## src/rtl/tpu_pkg.sv

```systemverilog
// Shared definitions for the TPU feeder blocks: FSM state encoding and phase lengths.
package tpu_pkg;

  typedef enum logic [2:0] {
    StIdle,
    StClr,
    StFeed,
    StDrain,
    StDone
  } feeder_state_e;

  localparam int unsigned FEED_CYCLES  = 3;
  localparam int unsigned DRAIN_CYCLES = 3;

endpackage

```

## src/rtl/systolic_feeder_2x2.sv

```systemverilog
// 2x2 systolic array feeder: stores matrices A and B and streams them into the array
// with a one-cycle skew per row/column, framed by a clear cycle and a drain period.
// Optional build macro TPU_FEEDER_STATS_EN adds a 16-bit completed-operation counter.
module systolic_feeder_2x2
  import tpu_pkg::*;
#(
  parameter int unsigned WIDTH = 8
) (
  input  logic             clk_i,
  input  logic             rst_ni,
  input  logic             load_en_i,
  input  logic             load_sel_i,
  input  logic [1:0]       load_addr_i,
  input  logic [WIDTH-1:0] load_data_i,
  input  logic             start_i,
  output logic             busy_o,
  output logic             done_o,
  output logic             clear_o,
  output logic [WIDTH-1:0] a_data0_o,
  output logic [WIDTH-1:0] a_data1_o,
  output logic [WIDTH-1:0] b_data0_o,
`ifdef TPU_FEEDER_STATS_EN
  output logic [WIDTH-1:0] b_data1_o,
  output logic [15:0]      op_count_o
`else
  output logic [WIDTH-1:0] b_data1_o
`endif
);

  localparam logic [1:0] FeedLast  = 2'(FEED_CYCLES - 1);
  localparam logic [1:0] DrainLast = 2'(DRAIN_CYCLES - 1);

  feeder_state_e    state_q, state_d;
  // Shared step counter: FEED step s, then reused for the drain count.
  logic [1:0]       cnt_q, cnt_d;
  // Elements stored row-major: index = row*2 + col.
  logic [WIDTH-1:0] mat_a_q [4];
  logic [WIDTH-1:0] mat_b_q [4];

  // Matrix storage; writes accepted only while idle.
  always_ff @(posedge clk_i or negedge rst_ni) begin
    if (!rst_ni) begin
      for (int i = 0; i < 4; i++) begin
        mat_a_q[i] <= '0;
        mat_b_q[i] <= '0;
      end
    end else if (load_en_i && (state_q == StIdle)) begin
      if (load_sel_i) begin
        mat_b_q[load_addr_i] <= load_data_i;
      end else begin
        mat_a_q[load_addr_i] <= load_data_i;
      end
    end
  end

  // State and step counter registers.
  always_ff @(posedge clk_i or negedge rst_ni) begin
    if (!rst_ni) begin
      state_q <= StIdle;
      cnt_q   <= '0;
    end else begin
      state_q <= state_d;
      cnt_q   <= cnt_d;
    end
  end

  // Next-state logic; DONE chains straight into CLR when start is held, keeping an
  // 8-cycle period for back-to-back operations.
  always_comb begin
    state_d = state_q;
    cnt_d   = cnt_q;
    unique case (state_q)
      StIdle: begin
        if (start_i) begin
          state_d = StClr;
          cnt_d   = '0;
        end
      end
      StClr: begin
        state_d = StFeed;
        cnt_d   = '0;
      end
      StFeed: begin
        if (cnt_q == FeedLast) begin
          state_d = StDrain;
          cnt_d   = '0;
        end else begin
          cnt_d = cnt_q + 2'd1;
        end
      end
      StDrain: begin
        if (cnt_q == DrainLast) begin
          state_d = StDone;
          cnt_d   = '0;
        end else begin
          cnt_d = cnt_q + 2'd1;
        end
      end
      StDone: begin
        state_d = start_i ? StClr : StIdle;
        cnt_d   = '0;
      end
      default: begin
        state_d = StIdle;
        cnt_d   = '0;
      end
    endcase
  end

  // Output decode: skewed streams during FEED, zeros everywhere else.
  always_comb begin
    busy_o    = (state_q != StIdle);
    done_o    = (state_q == StDone);
    clear_o   = (state_q == StClr);
    a_data0_o = '0;
    a_data1_o = '0;
    b_data0_o = '0;
    b_data1_o = '0;
    if (state_q == StFeed) begin
      unique case (cnt_q)
        2'd0: begin
          a_data0_o = mat_a_q[0];
          b_data0_o = mat_b_q[0];
        end
        2'd1: begin
          a_data0_o = mat_a_q[1];
          a_data1_o = mat_a_q[2];
          b_data0_o = mat_b_q[2];
          b_data1_o = mat_b_q[1];
        end
        2'd2: begin
          a_data1_o = mat_a_q[3];
          b_data1_o = mat_b_q[3];
        end
        default: ;
      endcase
    end
  end

`ifdef TPU_FEEDER_STATS_EN
  logic [15:0] op_count_q;

  // Completed-operation counter, wraps naturally at 16 bits.
  always_ff @(posedge clk_i or negedge rst_ni) begin
    if (!rst_ni) begin
      op_count_q <= '0;
    end else if (state_q == StDone) begin
      op_count_q <= op_count_q + 16'd1;
    end
  end

  assign op_count_o = op_count_q;
`endif

endmodule

```

## config.mk

```make
export PLATFORM = sky130hd
export DESIGN_NAME = systolic_feeder_2x2
export DESIGN_NICKNAME = d
export VERILOG_FILES = /design/src/rtl/tpu_pkg.sv /design/src/rtl/systolic_feeder_2x2.sv
export SDC_FILE = /design/constraint.sdc
export NUM_CORES = 1
export LEC_CHECK = 0
export BUFFER_PORTS_ARGS = -buffer_cell sky130_fd_sc_hd__buf_2
export CELL_PAD_IN_SITES_DETAIL_PLACEMENT = 1
export CELL_PAD_IN_SITES_GLOBAL_PLACEMENT = 2
export CORE_MARGIN = 2
export CORE_UTILIZATION = 29
export CTS_BUF_LIST = sky130_fd_sc_hd__clkbuf_4 sky130_fd_sc_hd__clkbuf_8
export DETAILED_ROUTE_END_ITERATION = 6
export PLACE_DENSITY = 0.59
export SYNTH_ARGS = -nofsm -noshare
export SYNTH_HDL_FRONTEND = slang
export SYNTH_SLANG_ARGS = --single-unit
```

## constraint.sdc

```tcl
create_clock -name clk_i -period 2.5 [get_ports clk_i]
set_input_delay 0.5 -clock clk_i [delete_from_list [all_inputs] [get_ports clk_i]]
set_output_delay 0.5 -clock clk_i [all_outputs]
set_load 0.005 [all_outputs]
```

==> results.ini, run 1 <==
[sta]
rsz0062_at_grt = false
fin_skew_ps = 12.6
period_share_pct = 90.5
whs_ps = 53.6
finalHoldViolCount = 0
fmax_ghz = 0.442
finalSetupViolCount = 0
slew_violations = 0
maxSlewHeadroom_pct = 75.7
period_minus_slack_ps = 2260
fin_ws_ps = 238
fin_tns_setup_ps = 0
worst_pin_slew_ps = 359

[clock_tree]
path_clk_slew_ps = 80
hold_buffers = 0
clkSinkCount = 69
htree_levels = 3
worstSkewPairLatency_ps = 350
cts_resized = 0
cts_buffers = 9
cts.path.max_buffers = 2
tritoncts = built
post_cts_buffers = 0
cts-root-buf = clkbuf_8

[route]
num_vias = 2230
drt_iter0_drc = 50
drc = 0
drt_pre_antenna_iters = 4
wl_per_cell_um = 17.6
wl_mm = 7.99
antenna_left = 0
avgViaCountPerCell = 4.90

[global_routing]
track_usage_pct = 14.5
grt_max_degree = 58
grt_pass1_wl_mm = 12.8
grt-ovfl-total = 0
grt_pass1_vias = 2272
antenna_found_initial = 0

[job]
drv_cap = 0

[yosys]
synth_flop_cell = dfrtp_1
synth_warnings = 0
synth_edf_count = 0
synthesis.area_mm2 = 0.00320
yosys_register_bits = 69
avgSynthCellArea_um2 = 12.8
yosys.area_share.simple_pct = 10.1
synth_top_area_cell = dfrtp_1
synthTopCellsByCount = dfrtp_1 (69), mux2_2 (56), nor2_1 (38)
async_flop_share_pct = 100
synth_adder_area_share_pct = 1.17
synth_compound_area_share_pct = 8.09
seq_area_frac_synth_pct = 53.9
synth_xor_area_share_pct = 0.274
yosysTopAreaCellShare_pct = 53.9
synth_mux_area_share_pct = 23.4
synthDistinctLibCells = 28
synthCells = 251
synth_area_leaders = dfrtp_1 (54%), mux2_2 (20%), a22oi_1 (7.5%), nor2_1 (4.5%), mux2_4 (3.8%)
syn-num-nets = 269
synth_most_common_cell = dfrtp_1
synth_top_family_by_area = multiplexers

[finish]
multiInputGateArea_mm2 = 0.00138
fillers = 1178
seq_area_mm2 = 0.00173
final_area_mm2 = 0.00387
fin_util_pct = 35.8
synthToLayoutAreaGrowth_pct = 20.8
layout-drive-gt1-share_pct = 47.3
diodes = 0
layout.nets = 328

[critical_path]
crit_fanout = 16
cp_slowest_cell = dfrtp_1
cp_cell_sequence = nor2b_1 -> nand3b_1 -> buf_4 -> nor2_1 -> buf_2
required_ps = 2000
cp.arrival_ps = 1760
path_buf_inv = 2
critPathLaunchType = register
max_stage_delay_ps = 550
worst_setup_path_end_kind = output port
timing_worst_setup_path_type = reg -> out
cp_top_family = flip-flops

[floorplanning]
dieWidth_um = 109
core_region_area_mm2 = 0.0108
die_h_um = 109
std_cell_rows = 38
dieArea_mm2 = 0.0119
initial_core_util_pct = 29.7
ios = 50

[placement]
place_ws_ps = 273
portBuffers = 49
hpwl_mm = 5.36
routabilityCongestion = 0.735
placed_area_mm2 = 0.00367

[hold_path]
hold_class = in -> async

[power]
powerDensity_mw_per_mm2 = 1130
p_leak_nw = 1.87
vdd_drop_max_v = 0.000360

[outcome]
status = finished, final reports clean

## registers in the layout (all words and copies together) (netlist names)
register / count
mat_a_q: 32
state_q: 3
cnt_q: 2
mat_b_q: 32
## per-layer routing
| metal | up-vias | wire length (µm) | track usage, % |
|---|---|---|---|
| met3 | 9 | 321 | 4.12 |
| met5 | - | 0 | 0 |
| met4 | 0 | 68 | 3.02 |
| met1 | 1160 | 3740 | 19.6 |
| li1 | 1024 | - | - |
| met2 | 37 | 3860 | 23.0 |
## area by class of cell
cell class                 instances  share of cell area, %
clock inverter                     7                   1.97
sequential                        69                   44.6
inverter                           2                  0.194
clock buffer                       9                   3.20
tap                              140                   4.53
multi-input combinational        163                   35.7
timing repair buffer              65                   9.77
## cells by family after synthesis
| family | count (synthesis) |
|---|---|
| DFF | 69 |
| buffers and inverters | 19 |
| xor gates and xnor gates | 1 |
| and+or+nand+nor | 60 |
| AOI/OAI and AO/OA | 35 |
| muxes | 64 |
| adders and majority gates | 3 |
## placed cells by master, fill, tap and decap left out, drive strengths merged
| cell type | Yosys | routed |
|---|---|---|
| a21oi | 2 | 2 |
| a22o | 1 | 1 |
| a22oi | 32 | 32 |
| and2 | 1 | 1 |
| and3 | 2 | 2 |
| buf | 4 | 65 |
| bufinv | 0 | 1 |
| clkbuf | 13 | 9 |
| clkinv | 0 | 4 |
| clkinvlp | 0 | 2 |
| dfrtp | 69 | 69 |
| ha | 3 | 3 |
| inv | 2 | 2 |
| mux2 | 64 | 64 |
| nand2 | 2 | 2 |
| nand3 | 2 | 2 |
| nand3b | 2 | 2 |
| nand4b | 2 | 2 |
| nor2 | 38 | 38 |
| nor2b | 1 | 1 |
| nor3 | 2 | 2 |
| nor3b | 1 | 1 |
| nor4b | 4 | 4 |
| or3 | 1 | 1 |
| or4b | 2 | 2 |
| xor2 | 1 | 1 |
## stage by stage
step / total power, mW / instances
floorplan: 2.92 / 251
global placement: 3.46 / 439
detailed placement: 3.51 / 439
CTS: 4.45 / 455
global route: 4.71 / 455
finish: 4.36 / 455
## final timing paths
path	startpoint	to	slack [ps]	depth (start not counted)
min in group clk_i	start_i	state_q[0]	450	2
hold / removal	rst_ni	cnt_q[1]	50	1
setup reg to reg	state_q[2]	mat_a_q[19]	300	3
hold reg to reg	mat_a_q[29]	mat_a_q[29]	510	1
setup / recovery	state_q[1]	a_data1_o[5]	240	5
max in group asynchronous	rst_ni	mat_b_q[20]	1820	2
## power breakdown
| part | total, mW | internal [mW] | leakage [nW] | switching (mW) |
|---|---|---|---|---|
| Sequential | 1.92 | 1.63 | 0.897 | 0.291 |
| Clock | 0.909 | 0.463 | 0.0954 | 0.445 |
| Combinational | 1.53 | 0.785 | 0.878 | 0.745 |
| Total | 4.36 | 2.88 | 1.87 | 1.48 |
No activity file was read; power rests on OpenSTA's default activity.
==> run 2: changes to the inputs <==
--- a/config.mk
+++ b/config.mk
@@ -5,6 +5,7 @@
 export SDC_FILE = /design/constraint.sdc
 export NUM_CORES = 1
 export LEC_CHECK = 0
+export ABC_CLOCK_PERIOD_IN_PS = 2540
 export BUFFER_PORTS_ARGS = -buffer_cell sky130_fd_sc_hd__buf_2
 export CELL_PAD_IN_SITES_DETAIL_PLACEMENT = 1
 export CELL_PAD_IN_SITES_GLOBAL_PLACEMENT = 2
==> constraint.sdc (replaced) <==
create_clock -name clk_i -period 2.54 [get_ports clk_i]
set_input_delay 0.508 -clock clk_i [delete_from_list [all_inputs] [get_ports clk_i]]
set_output_delay 0.508 -clock clk_i [all_outputs]
set_load 0.005 [all_outputs]
==> run 2 against run 1 <==
Against the previous run:
- die area did not move
- worst hold slack improved by 87 ps
- clock skew fell by 7.8 ps
- non-clock buffer count fell by 1
- global-route usage rose by 0.099 points
- critical path depth did not move
- total power fell by 4.0%
- critical path type unchanged
==> results.ini, run 2 (same netlist as run 1, synthesis figures left out) <==
[outcome]
status = finished, final reports clean

[global_routing]
grt_pass1_wl_mm = 12.9  ; +0.37%
grt_busiest_layer = met2
grt-ovfl-total = 0  ; unchanged
track_usage_pct = 14.6  ; +0.099 points
grt_use_met3_pct = 3.41  ; -0.72 points
grt_max_degree = 49  ; -16%
gr-usage-met1_pct = 20.8  ; +1.2 points
grt_pass1_vias = 2296  ; +1.1%
antenna_found_initial = 0  ; unchanged
grtUsageMet2_pct = 21.4  ; -1.6 points

[power]
p_sw_mw = 1.41  ; -4.6%
seqPwrFrac_pct = 45.3  ; +1.2 points
swShare_pct = 33.7  ; -0.20 points
combPwrFrac_pct = 35.5  ; +0.4 points
p_int_mw = 2.77  ; -3.7%
vdd_drop_max_v = 0.000343  ; -4.6%
p_clk_share_pct = 19.2  ; -1.6 points
powerDensity_mw_per_mm2 = 1090  ; -3.1%
power.total_mw = 4.19  ; -4.0%
p_leak_nw = 1.87  ; -0.25%

[job]
drv_cap = 0  ; unchanged

[critical_path]
cp.arrival_ps = 1730  ; -30 ps
critPathLaunchType = register
crit_fanout = 16  ; unchanged
worst_setup_path_end_kind = output port
required_ps = 2030  ; +30 ps
timing_worst_setup_path_type = reg -> out

[sta]
worst_pin_slew_ps = 544  ; +185 ps
fin_skew_ps = 4.77  ; -7.84 ps
slew_violations = 0  ; unchanged
period_minus_slack_ps = 2240
fin_tns_setup_ps = 0  ; unchanged
period_share_pct = 88.2
maxSlewHeadroom_pct = 63.7  ; -12 points
finalSetupViolCount = 0  ; unchanged
finalHoldViolCount = 0  ; unchanged
fmax_ghz = 0.447
rsz0062_at_grt = false

[clock_tree]
htree_levels = 3  ; unchanged
tritoncts = built
cts-root-buf = clkbuf_8
post_cts_buffers = 0  ; unchanged
cts.path.max_buffers = 2  ; unchanged
path_clk_slew_ps = 70  ; about the same
cts_resized = 0  ; unchanged
cts_buffers = 9  ; unchanged
worstSkewPairLatency_ps = 330  ; -20 ps
clkSinkCount = 69  ; unchanged
hold_buffers = 0  ; unchanged

[finish]
fin_util_pct = 35.5  ; -0.34 points
diodes = 0  ; unchanged
final_area_mm2 = 0.00383  ; -0.94%
top_regs = mat_a_q (32), mat_b_q (32), state_q (3)
layout.nets = 327  ; -0.30%
layout_common_cells = dfrtp_1 (69), mux2_2 (56), buf_2 (49)
layout-drive-gt1-share_pct = 47.1  ; -0.17 points
fin_cells = 454  ; -0.22%
synthToLayoutAreaGrowth_pct = 19.7
mostFrequentLayoutCell = dfrtp_1

[floorplanning]
initial_core_util_pct = 29.7  ; unchanged
die_h_um = 109  ; unchanged
core_region_area_mm2 = 0.0108  ; unchanged
dieArea_mm2 = 0.0119  ; unchanged
ios = 50  ; unchanged
std_cell_rows = 38  ; unchanged
dieWidth_um = 109  ; unchanged

[route]
drt_pre_antenna_iters = 4  ; unchanged
wl_mm = 7.98  ; -0.13%
avgViaCountPerCell = 4.85  ; -0.95%
wl_per_cell_um = 17.6  ; about the same
antenna_left = 0  ; unchanged
drt_iter0_drc = 86  ; +72%
num_vias = 2204  ; -1.2%
drc = 0  ; unchanged

[placement]
hpwl_mm = 5.38  ; +0.37%
routabilityCongestion = 0.765  ; +4.1%
dp_cells = 438  ; -0.23%
placed_area_mm2 = 0.00366  ; -0.20%
portBuffers = 49  ; unchanged

[hold_path]
hold_class = in -> async

run 2: changes by cell type in the layout (fill, tap and decap cells not counted), sizes merged:
cell / change
buf: -1
bufinv: -1
clkbuf: +5
clkinv: -2
clkinvlp: -2
run 2: metal layers:
layer	part of all wire (%)	vias up	wire, µm
met2	46	36	3670
li1	-	1021	-
met4	1.3	0	104
met1	49	1139	3930
met5	0	-	0
met3	3.4	8	270
run 2: critical path: stages, from the launching register on:
cell and delay, ps:
dfrtp_1 540, nor2b_1 270, nand3b_1 100, buf_4 200
nor2_1 150, buf_2 130
run 2: layout make-up:
class	instances	area, µm²
clock inverters	2	10.0
flip-flops and latches	69	1730
multi-input cells	163	1380
clock buffers	14	161
inverters	2	7.51
repair buffers	64	370
fillers	1201	6960
well taps	140	175
run 2: power by group through the flow:
| stage | clock network [mW] | registers (mW) | logic [mW] |
|---|---|---|---|
| after floorplan | 0 | 1.81 | 1.07 |
| after global placement | 0 | 1.89 | 1.49 |
| after detailed placement | 0 | 1.91 | 1.53 |
| after CTS | 0.836 | 1.90 | 1.53 |
| after global routing | 0.891 | 1.98 | 1.67 |
| final | 0.803 | 1.90 | 1.49 |
run 2: metrics by stage:
| stage | hold WS, ps | setup slack, ps |
|---|---|---|
| global route | 159 | 102 |
| CTS | 146 | 262 |
| detailed placement | 494 | 321 |
| global placement | 487 | 336 |
| floorplan | 212 | 331 |
| finish | 141 | 300 |
run 2: final timing paths:
check,cells after the start,end,slack [ps],start
max,5,a_data1_o[7],300,state_q[1]
min,1,mat_b_q[8],140,rst_ni
max reg2reg,3,mat_a_q[19],320,state_q[2]
min reg2reg,1,mat_a_q[15],510,mat_a_q[15]
max in group asynchronous,2,mat_b_q[5],1760,rst_ni
min in group clk_i,2,state_q[0],440,start_i
